===== config.mk =====
export PLATFORM = sky130hd
export DESIGN_NAME = game_session_controller_flat
export DESIGN_NICKNAME = d
export VERILOG_FILES = /design/src/rtl/game_session_controller_if.sv /design/src/rtl/game_session_controller.sv /design/src/flat_wrapper.sv
export SDC_FILE = /design/constraint.sdc
export NUM_CORES = 1
export LEC_CHECK = 0
export CAP_MARGIN = 20
export CORE_ASPECT_RATIO = 1.1
export CORE_MARGIN = 8
export CORE_UTILIZATION = 45
export CTS_CLUSTER_DIAMETER = 200
export DETAILED_ROUTE_END_ITERATION = 12
export MAX_ROUTING_LAYER = met4
export PLACE_DENSITY = 0.83
export SYNTH_ARGS = -nofsm -noshare
export SYNTH_HDL_FRONTEND = slang
export SYNTH_SLANG_ARGS = --single-unit

===== constraint.sdc =====
create_clock -name clk_in -period 4.9 [get_ports clk_in]
set_input_delay 1.225 -clock clk_in [delete_from_list [all_inputs] [get_ports clk_in]]
set_output_delay 1.225 -clock clk_in [all_outputs]
set_load 0.1 [all_outputs]

===== src/rtl/game_session_controller_if.sv =====
// Bundle of the session controller's video, button, game-logic and music signals.
// The controller uses the slave view and the surrounding logic uses the master view.
interface game_session_controller_if;
  logic        vsync_in;
  logic        start_btn_in;
  logic        pause_btn_in;
  logic        block_sliced_in;
  logic [11:0] score_in;
  logic [2:0]  state_out;
  logic        game_enable_out;
  logic        start_music_out;
  logic        stop_music_out;
  logic        music_mute_out;
  logic        slice_valid_out;
  logic [15:0] frame_count_out;
  logic [15:0] countdown_left_out;
  logic [11:0] slice_count_out;
  logic [11:0] final_score_out;

  modport master (
    output vsync_in, start_btn_in, pause_btn_in, block_sliced_in, score_in,
    input  state_out, game_enable_out, start_music_out, stop_music_out,
           music_mute_out, slice_valid_out, frame_count_out, countdown_left_out,
           slice_count_out, final_score_out
  );

  modport slave (
    input  vsync_in, start_btn_in, pause_btn_in, block_sliced_in, score_in,
    output state_out, game_enable_out, start_music_out, stop_music_out,
           music_mute_out, slice_valid_out, frame_count_out, countdown_left_out,
           slice_count_out, final_score_out
  );
endinterface


===== src/rtl/game_session_controller.sv =====
// Play-session sequencer: idle, countdown, playing, paused, done.
// Counts song time in video frames, gates slice strobes and latches the final score.
module game_session_controller #(
  parameter int COUNTDOWN_FRAMES = 180,
  parameter int SONG_FRAMES      = 7200
) (
  input logic clk_in,
  input logic rst_in,
  game_session_controller_if.slave bus
);

  typedef enum logic [2:0] {
    ST_IDLE      = 3'd0,
    ST_COUNTDOWN = 3'd1,
    ST_PLAYING   = 3'd2,
    ST_PAUSED    = 3'd3,
    ST_DONE      = 3'd4
  } state_t;

  localparam logic [15:0] CD_INIT   = 16'(COUNTDOWN_FRAMES);
  localparam logic [15:0] SONG_LAST = 16'(SONG_FRAMES - 1);
  localparam logic [11:0] SLICE_MAX = 12'hFFF;

  state_t      state_r, state_s;
  logic        vsync_prev_r, start_prev_r, pause_prev_r;
  logic        tick_s, start_edge_s, pause_edge_s;
  logic [15:0] countdown_r, countdown_s;
  logic [15:0] frame_r, frame_s;
  logic [11:0] slice_cnt_r, slice_cnt_s;
  logic [11:0] final_r, final_s;
  logic        start_music_r, start_music_s;
  logic        stop_music_r, stop_music_s;
  logic        enable_r, mute_r;
  logic        slice_valid_r, slice_valid_s;

  assign tick_s       = bus.vsync_in & ~vsync_prev_r;
  assign start_edge_s = bus.start_btn_in & ~start_prev_r;
  assign pause_edge_s = bus.pause_btn_in & ~pause_prev_r;

  // Next-state and next-output decode, following start > song end > tick > pause priority.
  always_comb begin
    state_s       = state_r;
    countdown_s   = countdown_r;
    frame_s       = frame_r;
    slice_cnt_s   = slice_cnt_r;
    final_s       = final_r;
    start_music_s = 1'b0;
    stop_music_s  = 1'b0;
    slice_valid_s = 1'b0;

    if (bus.block_sliced_in && (state_r == ST_PLAYING)) begin
      slice_valid_s = 1'b1;
      if (slice_cnt_r != SLICE_MAX) begin
        slice_cnt_s = slice_cnt_r + 12'd1;
      end else begin
        slice_cnt_s = slice_cnt_r;
      end
    end else begin
      slice_valid_s = 1'b0;
    end

    case (state_r)
      ST_IDLE, ST_DONE: begin
        if (start_edge_s) begin
          state_s     = ST_COUNTDOWN;
          countdown_s = CD_INIT;
          frame_s     = 16'd0;
          slice_cnt_s = 12'd0;
          final_s     = 12'd0;
        end else begin
          state_s = state_r;
        end
      end
      ST_COUNTDOWN: begin
        if (start_edge_s) begin
          // Music has not started yet, so an abort here sends no stop pulse.
          state_s     = ST_IDLE;
          countdown_s = 16'd0;
        end else if (tick_s) begin
          if (countdown_r == 16'd1) begin
            state_s       = ST_PLAYING;
            countdown_s   = 16'd0;
            start_music_s = 1'b1;
          end else begin
            countdown_s = countdown_r - 16'd1;
          end
        end else begin
          state_s = state_r;
        end
      end
      ST_PLAYING: begin
        if (start_edge_s) begin
          state_s      = ST_IDLE;
          stop_music_s = 1'b1;
        end else if (tick_s) begin
          frame_s = frame_r + 16'd1;
          if (frame_r == SONG_LAST) begin
            state_s      = ST_DONE;
            final_s      = bus.score_in;
            stop_music_s = 1'b1;
          end else if (pause_edge_s) begin
            state_s = ST_PAUSED;
          end else begin
            state_s = ST_PLAYING;
          end
        end else if (pause_edge_s) begin
          state_s = ST_PAUSED;
        end else begin
          state_s = state_r;
        end
      end
      ST_PAUSED: begin
        if (start_edge_s) begin
          state_s      = ST_IDLE;
          stop_music_s = 1'b1;
        end else if (pause_edge_s) begin
          state_s = ST_PLAYING;
        end else begin
          state_s = state_r;
        end
      end
      default: begin
        state_s = ST_IDLE;
      end
    endcase
  end

  // State, counters, edge history and registered outputs.
  always_ff @(posedge clk_in) begin
    if (rst_in) begin
      state_r       <= ST_IDLE;
      vsync_prev_r  <= 1'b1;
      start_prev_r  <= 1'b1;
      pause_prev_r  <= 1'b1;
      countdown_r   <= 16'd0;
      frame_r       <= 16'd0;
      slice_cnt_r   <= 12'd0;
      final_r       <= 12'd0;
      start_music_r <= 1'b0;
      stop_music_r  <= 1'b0;
      enable_r      <= 1'b0;
      mute_r        <= 1'b0;
      slice_valid_r <= 1'b0;
    end else begin
      state_r       <= state_s;
      vsync_prev_r  <= bus.vsync_in;
      start_prev_r  <= bus.start_btn_in;
      pause_prev_r  <= bus.pause_btn_in;
      countdown_r   <= countdown_s;
      frame_r       <= frame_s;
      slice_cnt_r   <= slice_cnt_s;
      final_r       <= final_s;
      start_music_r <= start_music_s;
      stop_music_r  <= stop_music_s;
      enable_r      <= (state_s == ST_PLAYING);
      mute_r        <= (state_s == ST_PAUSED);
      slice_valid_r <= slice_valid_s;
    end
  end

  assign bus.state_out          = state_r;
  assign bus.game_enable_out    = enable_r;
  assign bus.start_music_out    = start_music_r;
  assign bus.stop_music_out     = stop_music_r;
  assign bus.music_mute_out     = mute_r;
  assign bus.slice_valid_out    = slice_valid_r;
  assign bus.frame_count_out    = frame_r;
  assign bus.countdown_left_out = countdown_r;
  assign bus.slice_count_out    = slice_cnt_r;
  assign bus.final_score_out    = final_r;

endmodule


===== src/flat_wrapper.sv =====
// flat-port wrapper written by rule: the top's interface ports become plain ports
module game_session_controller_flat 
#(
  parameter int COUNTDOWN_FRAMES = 180,
  parameter int SONG_FRAMES      = 7200
)
  (clk_in, rst_in, bus_vsync_in, bus_start_btn_in, bus_pause_btn_in, bus_block_sliced_in, bus_score_in, bus_state_out, bus_game_enable_out, bus_start_music_out, bus_stop_music_out, bus_music_mute_out, bus_slice_valid_out, bus_frame_count_out, bus_countdown_left_out, bus_slice_count_out, bus_final_score_out);
  game_session_controller_if bus_i ();
  input logic clk_in;
  input logic rst_in;
  input wire logic [$bits(bus_i.vsync_in)-1:0] bus_vsync_in;
  input wire logic [$bits(bus_i.start_btn_in)-1:0] bus_start_btn_in;
  input wire logic [$bits(bus_i.pause_btn_in)-1:0] bus_pause_btn_in;
  input wire logic [$bits(bus_i.block_sliced_in)-1:0] bus_block_sliced_in;
  input wire logic [$bits(bus_i.score_in)-1:0] bus_score_in;
  output wire logic [$bits(bus_i.state_out)-1:0] bus_state_out;
  output wire logic [$bits(bus_i.game_enable_out)-1:0] bus_game_enable_out;
  output wire logic [$bits(bus_i.start_music_out)-1:0] bus_start_music_out;
  output wire logic [$bits(bus_i.stop_music_out)-1:0] bus_stop_music_out;
  output wire logic [$bits(bus_i.music_mute_out)-1:0] bus_music_mute_out;
  output wire logic [$bits(bus_i.slice_valid_out)-1:0] bus_slice_valid_out;
  output wire logic [$bits(bus_i.frame_count_out)-1:0] bus_frame_count_out;
  output wire logic [$bits(bus_i.countdown_left_out)-1:0] bus_countdown_left_out;
  output wire logic [$bits(bus_i.slice_count_out)-1:0] bus_slice_count_out;
  output wire logic [$bits(bus_i.final_score_out)-1:0] bus_final_score_out;
  assign bus_i.vsync_in = bus_vsync_in;
  assign bus_i.start_btn_in = bus_start_btn_in;
  assign bus_i.pause_btn_in = bus_pause_btn_in;
  assign bus_i.block_sliced_in = bus_block_sliced_in;
  assign bus_i.score_in = bus_score_in;
  assign bus_state_out = bus_i.state_out;
  assign bus_game_enable_out = bus_i.game_enable_out;
  assign bus_start_music_out = bus_i.start_music_out;
  assign bus_stop_music_out = bus_i.stop_music_out;
  assign bus_music_mute_out = bus_i.music_mute_out;
  assign bus_slice_valid_out = bus_i.slice_valid_out;
  assign bus_frame_count_out = bus_i.frame_count_out;
  assign bus_countdown_left_out = bus_i.countdown_left_out;
  assign bus_slice_count_out = bus_i.slice_count_out;
  assign bus_final_score_out = bus_i.final_score_out;
  game_session_controller #(.COUNTDOWN_FRAMES(COUNTDOWN_FRAMES), .SONG_FRAMES(SONG_FRAMES)) u_core (.clk_in(clk_in), .rst_in(rst_in), .bus(bus_i));
endmodule

## Word level (Yosys, flattened, before mapping)

Index checks and enable logic that the tools add are counted.
W data, S select, Z words.

| storage, ports and cells | value |
|---|---|
| output and inout bits | 64 |
| flip-flop bits (word level) | 67 |

| cells by class | value |
|---|---|
| bitwise gates (word level) | 8 |
| reductions and logical operators | 9 |
| equality and inequality tests | 14 |
| add/sub/neg operators | 3 |
| muxes and demuxes | 37 |

Operators with widths:

| kind | number |
|---|---|
| $mux W16 | 7 |
| $mux W12 | 8 |
| $pmux W16 S2 | 2 |
| $mux W3 | 10 |
| $pmux W12 S2 | 1 |
| $add A16 B1 Y16 const B | 1 |
| $eq A16 B1 Y1 const B | 1 |
| $eq A16 B13 Y1 const B | 1 |
| $sub A16 B1 Y16 const B | 1 |
| $add A12 B1 Y12 const B | 1 |
| $eq A3 B2 Y1 const B | 4 |
| $ne A12 B12 Y1 const B | 1 |
| $pmux W3 S4 | 1 |
| $mux W1 | 7 |
| $not A1 Y1 | 5 |
| $reduce_and A5 Y1 | 1 |
| $ne A2 B1 Y1 const B | 2 |
| $ne A2 B2 Y1 const B | 2 |
| $reduce_and A4 Y1 | 1 |
| $reduce_bool A2 Y1 | 2 |
| $reduce_or A4 Y1 | 1 |
| $and A1 B1 Y1 | 3 |
| $eq A3 B1 Y1 const B | 1 |
| $eq A3 B3 Y1 const B | 1 |
| 6 further kinds | 6 |

## Depth between registers and ports, before layout

| depth | value |
|---|---|
| depth after elaboration | 8 |
| depth in mapped cells | 7 |

## Least setup slack after synthesis

No wires, ideal clock.

| timing | value |
|---|---|
| kind | input-to-reg |
| from | input bus_start_btn_in |
| to | register u_core.frame_r[3], in the netlist u_core.bus.frame_count_out[3] |
| required time | 4.785 ns |
| setup slack | 2.123 ns |
| library setup time | 0.115 ns |
| stages | 6 |
| path buffers | 2 |
| arrival time | 2.663 ns |
| cell sequence | nor4b_2 -> a31oi_1 -> clkbuf_1 -> buf_1 -> nor3_1 -> o21a_1 |

| on the way | value |
|---|---|
| cells in the longest elaborated chain, start to end | 3 |
| elaborated cells between the ends (all ways) | 4 |

Ends and longest elaborated chain:

| what | RTL line | source |
|---|---|---|
| from (decl) | flat_wrapper.sv:12 | `input wire logic [$bits(bus_i.start_btn_in)-1:0] bus_start_btn_in;` |
| $and A1 B1 Y1 * | game_session_controller.sv:37 | `assign start_edge_s = bus.start_btn_in & ~start_prev_r;` |
| $ne A2 B2 Y1 (no line) / $ne A2 B1 Y1 (equally long branches) | -- |  |
| $reduce_and A4 Y1 (no line) * | -- |  |
| to (signal assigned) | game_session_controller.sv:150 | `frame_r <= frame_s;` |
| to (decl) | game_session_controller.sv:28 | `logic [15:0] frame_r, frame_s;` |

Mark *: on every way between the ends. The rest lies on a longest branch, timed or not.
A chain may end at the register's enable or synchronous reset.

## Final worst setup path

| timing | value |
|---|---|
| from | register u_core.state_r[0], in the netlist u_core.bus.state_out[0] |
| to | output bus_state_out[0] |

RTL lines:

| what | RTL line | source |
|---|---|---|
| from (decl) | game_session_controller.sv:24 | `state_t state_r, state_s;` |
| from (signal assigned) | game_session_controller.sv:145 | `state_r <= state_s;` |
| to (decl) | flat_wrapper.sv:16 | `output wire logic [$bits(bus_i.state_out)-1:0] bus_state_out;` |

No word-level cell between the ends.

==> reports/qor.yml <==
post_cts_hold_buffer_count: 0
ios: 82
rows: 33
ant_nets: 0
netlist_instances: 419
crit_share_post_route: 0.717
crit_path_cell_trace: "clkdlybuf4s50_1"
ir_drop_uv: 158
postSynthNetCount: 441
setup.reg_to_reg.worst_slack_ns: 1.78
postSynth.topFlopCell: "dfxtp_1"
critical_path.startpoint_type: "register"
grt_max_degree: 40
die_height_um: 108
critical_path.endpoint_type: "output pin"
drt_first_pass_iters: 5
arrival_ns: 2.29
synth_largest_type_area_fraction: 0.383
placement.io_buffers: 81
synth_edf_count: 0
cts_setup_buffers: 0
total_leakage_power_uw: 0.00146
grt.total_usage: 0.198
worstPathBufferInverterCount: 1
timing.final.crit_period_ns: 3.51
hold_path.class: "register to register"
final_layout_size_suffix_gt1_frac: 0.0833
detailroute.via_count: 3699
max-slew-margin-rel: 0.279
globalRouteMet2Util: 0.320
synth_cell_type_count: 56
synth_area_leader_cell: "dfxtp_1"
dr.first_iter.drc_count: 206
finalWirelength_um: 10600
cpPeakStageDelay_ns: 1.25
crit_path_max_delay_family: "buffers and inverters"
synth_area_per_cell_um2: 8.35
number_of_global_route_vias_before_repair: 3496
grt.busiest_layer: "met2"
gp_congestion: 0.910
grt_setup_unrepaired: "no"
sink_count_of_the_clock_tree: 67
criticalPathCategory: "register to output pin"
cts-buffers-inserted: 9
antenna-diode-count: 0
sequential_cell_area_fraction_in_the_yosys_report: 0.383
fin_cells: 597
grt_first_pass_wirelength_um: 17200
yosys_register_bits: 67
status: "finished clean"
required_time_worst_endpoint_ns: 3.67
timing_worst_slew_pin_value_ns: 1.08
final-setup-viol-count: 0
postSynth.asyncResetShare: 0
placedCellCount: 580
hpwl_um: 7320
post_layout_utilization_of_the_core: 0.609
critical_path.max_fanout: 17
final.setup_skew_ns: 0.0133
critical-path-slowest-cell: "clkdlybuf4s50_1"
cts_resized: 0
worstSkewPairLatency_ns: 0.35
initial_utilization: 0.466
die-width_um: 100
floorplan.die_area_um2: 10900
synth_top_cells_by_area: "dfxtp_1 38%, a21oi_1 5.4%, o31ai_1 4.5%, or4_1 4.3%, nand3_1 3.7%"
cts_max_level: 3
core_um2: 7510
clock_tree.root_cell: "clkbuf_8"
number_of_endpoints_with_negative_hold_slack_in_the_final_report: 0
synth.yosys.warnings: 0
grt_antenna_before_repair: 0
power_density_nw_per_um2: 255
route.detailed.drc: 0
grtUsageMet3: 0.0424
most-common-layout-cells: "81 x clkdlybuf4s50_1, 67 x dfxtp_1, 38 x a21oi_1"
worst_setup_hold_path_clk_slew_ns: 0.09
final-max-slew-violation-count: 0
synthesis.area_um2: 3500
layout-area-overhead-vs-synth_pct: 30.8
layout_commonest_cell: "clkdlybuf4s50_1"
clock_tree_from_tritoncts: "done"
wl_per_cell_um: 17.7
final.setup.tns_ns: 0
num-nets-final: 509
via_per_inst: 6.20
met1_usage: 0.234
fmax_mhz: 285
drv_cap: 0
cts_buffer_depth: 2
grt-ovfl-total: 0
-- power breakdown --
| part | total (uW) | internal (uW) | switching, uW |
|---|---|---|---|
| registers | 561 | 550 | 11.2 |
| clock network | 474 | 248 | 227 |
| logic | 130 | 43.7 | 86.8 |
-- synthesized netlist by cell type (6+ instances only) --
master and number:
o21ai_0 21, nand2_1 25, a31oi_1 9, a21oi_1 38
clkbuf_1 23, or4_1 20, nor3_1 9, nor2_1 15
nor3b_1 6, inv_1 6, nor4_1 13, o31ai_1 21
nand3_1 26, nand4_1 16, dfxtp_1 67, nor2b_1 18
or2_2 6
-- layer usage --
metal | vias to the layer above | routed length [um]
met2 | 152 | 4970
met4 | 0 | 191
met1 | 1760 | 4620
li1 | 1765 | -
met3 | 22 | 770
met5 | - | 0
-- cells by family after synthesis --
kind of cell,share of synthesized area
buffers and inverters,0.0401
adder cells (fa/ha/maj),0.0143
AO/OA/AOI/OAI,0.222
XOR/XNOR,0.00250
multiplexers,0.00572
AND/OR/NAND/NOR,0.332
flip-flops,0.383
-- sequential cells by signal, indices dropped and copies added, names as in the netlist, 3 cells and up --
name,count
u_core.bus.state_out,3
u_core.bus.countdown_left_out,16
u_core.bus.frame_count_out,16
u_core.bus.final_score_out,12
u_core.bus.slice_count_out,12
-- per-stage QoR --
stage / setup slack, ns / hold WS [ns] / cell area [um^2] / power [uW]
detailed placement: 1.24 / 0.487 / 4370 / 702
global placement: 1.36 / 0.481 / 4370 / 700
finish: 1.39 / 0.497 / 4580 / 1170
global route: 1.31 / 0.511 / 4580 / 1200
CTS: 1.39 / 0.498 / 4570 / 1170
floorplan: 2.12 / 0.624 / 3500 / 661
-- layout make-up --
| cell class | count | area, um^2 |
|---|---|---|
| Fill cell | 681 | 2940 |
| Inverter | 6 | 22.5 |
| Sequential cell | 67 | 1340 |
| Tap cell | 105 | 131 |
| Timing Repair Buffer | 85 | 841 |
| Clock inverter | 6 | 65.1 |
| Clock buffer | 10 | 138 |
| Multi-Input combinational cell | 318 | 2040 |
-- final timing paths --
path	startpoint	endpoint	cells past startpoint
worst max register to register	u_core.bus.countdown_left_out[6]$_SDFFE_PP0P_	u_core.bus.countdown_left_out[13]$_SDFFE_PP0P_	4
worst min-delay path	u_core.bus.frame_count_out[12]$_SDFFE_PP0P_	u_core.bus.frame_count_out[12]$_SDFFE_PP0P_	2
worst max-delay path	u_core.bus.state_out[0]$_SDFF_PP0_	bus_state_out[0]	1
worst min register to register	u_core.bus.frame_count_out[12]$_SDFFE_PP0P_	u_core.bus.frame_count_out[12]$_SDFFE_PP0P_	2
Power figures use the tool's default switching activity.
